**config.mk**
```make
export PLATFORM = sky130hd
export DESIGN_NAME = cp0_unit
export DESIGN_NICKNAME = d
export VERILOG_FILES = /design/src/rtl/cp0_pkg.sv /design/src/rtl/cp0_unit_irq_sync.sv /design/src/rtl/cp0_unit.sv
export SDC_FILE = /design/constraint.sdc
export NUM_CORES = 1
export LEC_CHECK = 0
export CELL_PAD_IN_SITES_DETAIL_PLACEMENT = 1
export CELL_PAD_IN_SITES_GLOBAL_PLACEMENT = 1
export CORE_AREA = 2 2 138 140
export DETAILED_ROUTE_END_ITERATION = 16
export DIE_AREA = 0 0 140 142
export PLACE_DENSITY_LB_ADDON = 0.2
export SYNTH_ARGS = -nofsm -noshare
export SYNTH_HDL_FRONTEND = slang
export SYNTH_SLANG_ARGS = --single-unit
```
**constraint.sdc**
```tcl
create_clock -name gated_clk -period 4.7 [get_ports gated_clk]
set_clock_uncertainty 0.1 [all_clocks]
set_input_delay 0.47 -clock gated_clk [delete_from_list [all_inputs] [get_ports gated_clk]]
set_output_delay 0.47 -clock gated_clk [all_outputs]
set_load 0.03 [all_outputs]
```
**src/rtl/cp0_pkg.sv**
```systemverilog
// Shared CP0 definitions: register numbers, exception codes, bit positions.
package cp0_pkg;

   // CP0 register numbers (rd field of MFC0/MTC0)
   localparam logic [4:0] REG_COUNT   = 5'd9;
   localparam logic [4:0] REG_COMPARE = 5'd11;
   localparam logic [4:0] REG_STATUS  = 5'd12;
   localparam logic [4:0] REG_CAUSE   = 5'd13;
   localparam logic [4:0] REG_EPC     = 5'd14;

   // Cause.ExcCode values
   localparam logic [4:0] EXC_INT = 5'd0;
   localparam logic [4:0] EXC_SYS = 5'd8;
   localparam logic [4:0] EXC_RI  = 5'd10;

   // Status / Cause field positions
   localparam int ST_IE    = 0;
   localparam int ST_EXL   = 1;
   localparam int ST_IM_LO = 10;
   localparam int CA_IP_LO = 10;
   localparam int CA_EXC_LO = 2;
   localparam int IRQ_BITS = 6;

   // Handler entry address loaded by the PC on hasExp
   localparam logic [31:0] EXC_VECTOR = 32'h0000_0800;

endpackage

```
**src/rtl/cp0_unit_irq_sync.sv**
```systemverilog
// Two-flop synchroniser for asynchronous level interrupt requests.
module irq_sync #(
   parameter int WIDTH = 1
) (
   input  logic             gated_clk,
   input  logic             rst,
   input  logic [WIDTH-1:0] din,
   output logic [WIDTH-1:0] dout
);

   logic [WIDTH-1:0] meta_q, meta_d;
   logic [WIDTH-1:0] sync_q, sync_d;

   // shift the raw level through two stages
   always_comb begin
      meta_d = din;
      sync_d = meta_q;
   end

   // synchroniser flops, cleared by reset
   always_ff @(posedge gated_clk or posedge rst) begin
      if (rst) begin
         meta_q <= '0;
         sync_q <= '0;
      end else begin
         meta_q <= meta_d;
         sync_q <= sync_d;
      end
   end

   assign dout = sync_q;

endmodule

```
**src/rtl/cp0_unit.sv**
```systemverilog
// Coprocessor-0: exception/interrupt detection, EPC/Cause/Status,
// Count/Compare timer and MFC0/MTC0 access for the single-cycle CPU.
module cp0_unit #(
   parameter logic [31:0] EXC_VECTOR  = cp0_pkg::EXC_VECTOR,
   parameter int          NUM_EXT_IRQ = 5
) (
   input  logic                   gated_clk,
   input  logic                   rst,
   input  logic [31:0]            pc,
   input  logic                   isCOP0,
   input  logic                   isEret,
   input  logic                   isMfc0,
   input  logic                   isMtc0,
   input  logic [4:0]             cp0_reg,
   input  logic [31:0]            wdata,
   output logic [31:0]            rdata,
   input  logic                   syscall,
   input  logic                   illegal_instr,
   input  logic [NUM_EXT_IRQ-1:0] ext_irq,
   output logic                   hasExp,
   output logic [31:0]            cp0_target_addr
);
   import cp0_pkg::*;

   logic                   ie_q, ie_d, exl_q, exl_d;
   logic [IRQ_BITS-1:0]    im_q, im_d;
   logic [4:0]             exccode_q, exccode_d;
   logic [31:0]            epc_q, epc_d, count_q, count_d, compare_q, compare_d;
   logic                   timer_pend_q, timer_pend_d;
   logic [NUM_EXT_IRQ-1:0] irq_synced;
   logic [IRQ_BITS-2:0]    ext_ip;
   logic [IRQ_BITS-1:0]    ip;
   logic                   irq_take, do_eret, do_mtc0;
   logic [4:0]             exc_sel;
   logic [31:0]            status_rd, cause_rd;

   // The vector is consumed by the PC; kept here only as a reference value.
   logic unused_vector;
   assign unused_vector = ^EXC_VECTOR;

   irq_sync #(.WIDTH(NUM_EXT_IRQ)) u_irq_sync (
      .gated_clk (gated_clk),
      .rst       (rst),
      .din       (ext_irq),
      .dout      (irq_synced)
   );

   // live pending bits: timer on top, external lines below
   always_comb begin
      ext_ip = '0;
      ext_ip[NUM_EXT_IRQ-1:0] = irq_synced;
      ip = {timer_pend_q, ext_ip};
   end

   // exception detection and priority: irq, then illegal, then syscall
   always_comb begin
      irq_take = ie_q & ~exl_q & (|(ip & im_q));
      hasExp   = ~rst & (irq_take | illegal_instr | syscall);
      if (irq_take)           exc_sel = EXC_INT;
      else if (illegal_instr) exc_sel = EXC_RI;
      else                    exc_sel = EXC_SYS;
      do_eret = isCOP0 & isEret & ~hasExp;
      do_mtc0 = isCOP0 & isMtc0 & ~hasExp;
   end

   // next-state: exception entry suppresses the current instruction
   always_comb begin
      ie_d         = ie_q;
      exl_d        = exl_q;
      im_d         = im_q;
      exccode_d    = exccode_q;
      epc_d        = epc_q;
      compare_d    = compare_q;
      count_d      = count_q + 32'd1;
      timer_pend_d = timer_pend_q | (count_q == compare_q);
      if (hasExp) begin
         epc_d     = pc;
         exl_d     = 1'b1;
         exccode_d = exc_sel;
      end else begin
         if (do_eret) exl_d = 1'b0;
         if (do_mtc0) begin
            case (cp0_reg)
               REG_STATUS: begin
                  ie_d  = wdata[ST_IE];
                  exl_d = wdata[ST_EXL];
                  im_d  = wdata[ST_IM_LO +: IRQ_BITS];
               end
               REG_EPC:     epc_d = wdata;
               REG_COUNT:   count_d = wdata;
               REG_COMPARE: begin
                  compare_d    = wdata;
                  timer_pend_d = 1'b0;
               end
               default: ;
            endcase
         end
      end
   end

   // CP0 state registers
   always_ff @(posedge gated_clk or posedge rst) begin
      if (rst) begin
         ie_q         <= 1'b0;
         exl_q        <= 1'b0;
         im_q         <= '0;
         exccode_q    <= '0;
         epc_q        <= '0;
         count_q      <= '0;
         compare_q    <= '1;
         timer_pend_q <= 1'b0;
      end else begin
         ie_q         <= ie_d;
         exl_q        <= exl_d;
         im_q         <= im_d;
         exccode_q    <= exccode_d;
         epc_q        <= epc_d;
         count_q      <= count_d;
         compare_q    <= compare_d;
         timer_pend_q <= timer_pend_d;
      end
   end

   // MFC0 read mux; unimplemented registers read 0
   always_comb begin
      status_rd = '0;
      status_rd[ST_IE]  = ie_q;
      status_rd[ST_EXL] = exl_q;
      status_rd[ST_IM_LO +: IRQ_BITS] = im_q;
      cause_rd = '0;
      cause_rd[CA_IP_LO +: IRQ_BITS] = ip;
      cause_rd[CA_EXC_LO +: 5] = exccode_q;
      rdata = '0;
      if (isCOP0 & isMfc0) begin
         case (cp0_reg)
            REG_COUNT:   rdata = count_q;
            REG_COMPARE: rdata = compare_q;
            REG_STATUS:  rdata = status_rd;
            REG_CAUSE:   rdata = cause_rd;
            REG_EPC:     rdata = epc_q;
            default:     rdata = '0;
         endcase
      end
   end

   assign cp0_target_addr = epc_q;

endmodule

```
Yosys cells after proc, flatten, opt, wreduce, memory -nomap -nowiden
Index checks and enable logic that the tools add are counted.

Bitwise gates (word level): 15. Multiplexer cells: 17. Eq/ne operators: 6. Reductions and logical operators: 6. $add $sub $neg: 1. Div/mod/pow operators: 0. Magnitude comparators: 0. Shifts and indexed selects: 0. $mul: 0.

Operator list (number): 2-to-1 mux 32 bit (7); one-hot mux 32 bit (5 select lines) (1); adder 32 x 1 -> 32 bit, second input constant (1); == test 32 bit (1); == test 5 x 4 -> 1 bit, second input constant (5); bitwise AND 1 bit (8); 2-to-1 mux 1 bit (7); bitwise AND 6 bit (1); AND reduction 3 bit (2); OR reduction 6 bit (1); 2-to-1 mux 4 bit (1); nonzero test 2 bit (2); NOT 1 bit (3); OR 1 bit (3); 2-to-1 mux 2 bit (1); AND reduction 2 bit (1).

Latch bits: 0. ROM bits: 0. Memory bits (writable): 0. Memories kept: 0. Output and inout bits: 65. Register bits: 120.

Depth between registers and ports, before layout
Word-level depth: 12. Gate-level depth with buffers: 8.

Hierarchy
A second synthesis with hierarchy kept.

Cells, all modules: 646. Area total of the unflattened synthesis: 6533.8 µm².

By module, submodules not included: cp0_unit (sequential area each 2717.6 µm², instances 1, area each 6279.8 µm², cells each 635); irq_sync (sequential area each 250.2 µm², instances 1, area each 254.0 µm², cells each 11).

Worst setup path after synthesis
OpenSTA, ideal clock, no wires.

Path kind: in2out. From: in cp0_reg[1]. To: out rdata[5]. Slack: 2.237 ns. Required time: 4.130 ns. Arrival: 1.893 ns. Stages on the path: 5. Path through: clkbuf_1 clkbuf_1 mux2_2 a22oi_1 a21oi_1.

Cells in the longest elaborated chain, start to end: 3. Elaborated cells on any way between the ends: 7.

RTL lines: start, declared (line cp0_unit.sv:14) `input logic [4:0] cp0_reg,`; == test 5 x 4 -> 1 bit (line cp0_unit.sv:135) `case (cp0_reg)`; one-hot mux 32 bit (5 select lines) (*) (line cp0_unit.sv:135); 2-to-1 mux 32 bit (*) (line cp0_unit.sv:134) `if (isCOP0 & isMfc0) begin`; end, declared (line cp0_unit.sv:16) `output logic [31:0] rdata,`.

Mark *: on every way between the ends. The rest lies on a longest branch, timed or not.

Final worst setup path
From: in cp0_reg[0]. To: out rdata[26].

Same word-level chain as after synthesis.

==> metrics <==
CP arrival 2.72 ns; antenna cells 0; Via Count 5373; FF+latch count, synth 117; DIE HEIGHT 142 um; Worst setup EP type primary output; CTS tree done; Post-CTS Setup Bufs 0; dominant synthesized flop cell dfrtp_1; endpoint of the worst hold path u_irq_sync.dout[3]; busiest grt layer met2; Simple-Gate Fraction of Synth Area 13.2%; Final period util 70.1%; final core occ 47.6%; Worst slew margin 36.0%; hold path start u_irq_sync.meta_q[3]; Total GRT Usage 21.2%; DR WL/cell 20.1 um; Port-buffer cells 146; io pins 147; syn nets 716; GP Congestion 0.830; share of layout cells above drive strength 1 24.8%; final non-filler cell total 1011; Yosys Warn Count 0; setup_tns 0 ns; largest family of logic cells by synthesized area multiplexers; critical path class primary input to primary output; Overflow after GRT 0; fin crit period 3.29 ns; synthesized instance count 633; CP max FO 17; antenna violations before repair 1; top cells by count, synth dfrtp_1, mux2_2, nor2_1; R2R depth 7; failing checks design-rule violations; vias in the first global route 5897; FMAX 0.304 GHz; cts bufs inserted 17; Initial Util 35.5%; Die ar. 19900 um^2; Final #Nets 847; most instantiated library cell after synthesis dfrtp_1; Max Cap Violations 0; Async S/R FF share, synth 100%; Slew Limit Fails 0; M3 GR Usage 4.74%; Placed Area 8190 um^2; Post-Synth Adder-Cell Area 0.191%; fillcell total 2053; syn avg cell area 10.3 um^2; CTS sink count 117; detailed-placement wirelength estimate 14.3 mm; DRC 6; HP Class register to register; FP Rows 50; Routed Antenna Nets 0; first-pass GRT wire length 32.8 mm; origin of the critical flop-to-flop path timer_pend_q; M1 GR Usage 26.6%; cell area after layout 8780 um^2; core area 18500 um^2; hold path cells 0; R2R Path End compare_q[30]; Worst-Skew Late Latency 0.43 ns; root buffer cell clkbuf_16; drt pass-1 iters 12; Synth top area share 32.5%; placed insts 979; worst reg-to-reg setup slack 2.11 ns; initial DRC count 235; CTS Buffer Depth 2; Synth cell types 45; Startpoint Class primary input; Final Hold Vio Count 0; Synth area leader dfrtp_1; vias per cell 5.31; mux contribution to synthesized area 18.5%; CTS Hold Bufs 0; Final setup viols 0; sequential share of the synthesized area 45.4%; CP required 4.13 ns; RSZ-0062 raised after global routing no; EDFF count, synth 0; worst slack at placement 1.25 ns; actual slew at the worst max-slew pin 0.959 ns; Synth area leaders dfrtp_1, mux2_2, dfstp_2; post-CTS sizing 0; Peak VDD IR 272 uV; power per cell area 402 nW/um^2; Die Span X 140 um; Static Leakage 0.00334 uW; Compound-Gate Fraction of Synth Area 10.6%; pin count of the biggest net entering global routing 68; clock slew at reported path FFs 0.06 ns; Setup WS post-layout 1.41 ns; outcome complete, but fails checks; WL final 20.3 mm; Mapped Area 6540 um^2; GR met2 Demand/Resource 37.0%; post-synthesis xor/xnor area fraction 8.17%; Area Growth Syn to Fin 34.2%; H-tree depth 4
==> flip-flops by register name, summed over array words and instances (netlist names) <==
register / cells
compare_q: 32
count_q: 32
cp0_target_addr: 32
im_q: 6
u_irq_sync.dout: 5
u_irq_sync.meta_q: 5
exccode_q: 2
exl_q: 1
ie_q: 1
timer_pend_q: 1
==> worst max path at each step <==
stage,startpoint,endpoint,slack (ns),cells past startpoint
2_1_floorplan,rst,count_q[0],1.08,1
3_3_place_gp,cp0_reg[0],count_q[23],1.34,8
3_5_place_dp,cp0_reg[0],count_q[11],1.25,8
4_1_cts,cp0_reg[0],rdata[7],1.36,5
5_1_grt,cp0_reg[0],rdata[26],1.25,5
6_report,cp0_reg[0],rdata[26],1.41,5
==> where the power goes <==
group          internal, uW  switching (uW)  total (uW)
clock                   830             465        1300
sequential             1200             224        1430
combinational           415             391         806
total                  2450            1080        3530
==> per-layer routing <==
metal | up-vias | share of wire [%]
met2 | 110 | 51
met5 | - | 0.064
met3 | 21 | 3.5
met4 | 2 | 1.3
met1 | 2722 | 44
li1 | 2518 | -
==> per-stage QoR <==
stage	hold slack, ns	power [uW]
after floorplan	0.231	1910
after global placement	0.236	2220
after detailed placement	0.238	2250
after CTS	0.252	3570
after global routing	0.261	3710
final	0.249	3530
==> logic make-up after synthesis <==
logic type               after synthesis
XOR/XNOR                              61
AO/OA/AOI/OAI                        116
adder cells (fa/ha/maj)                1
AND/OR/NAND/NOR                      179
multiplexers                         111
buffers and inverters                 48
flip-flops                           117
==> cells in the final DEF, fill, tap and decap left out, types with 3 or more instances in the layout <==
master           count
clkdlybuf4s50_1    114
dfrtp_1             85
mux2_2              77
nor2_1              62
nand2_1             50
xnor2_1             41
a21oi_1             39
buf_4               34
a22oi_1             33
mux2i_1             32
dfstp_2             32
o21ai_0             31
nand4_1             20
xor2_1              20
nand3_1             18
clkbuf_16           17
buf_12               9
and3_1               7
clkinv_2             5
clkbuf_8             4
o21ai_1              3
nor4_1               3
==> worst max-delay path, stage by stage <==
cell and delay (ns):
clkdlybuf4s50_1 0.70, o21ai_2 0.90, buf_4 0.38, nor2_1 0.09
buf_4 0.17
==> cell type report <==
class,instances,area [um^2],area share (%)
flip-flops and latches,117,2970,33.8
well taps,234,293,3.33
repair buffers,157,1580,18.0
clock inverters,9,100,1.14
multi-input cells,468,3340,38.1
inverters,3,13.8,0.157
clock buffers,23,488,5.56
Power figures use the tool's default switching activity.
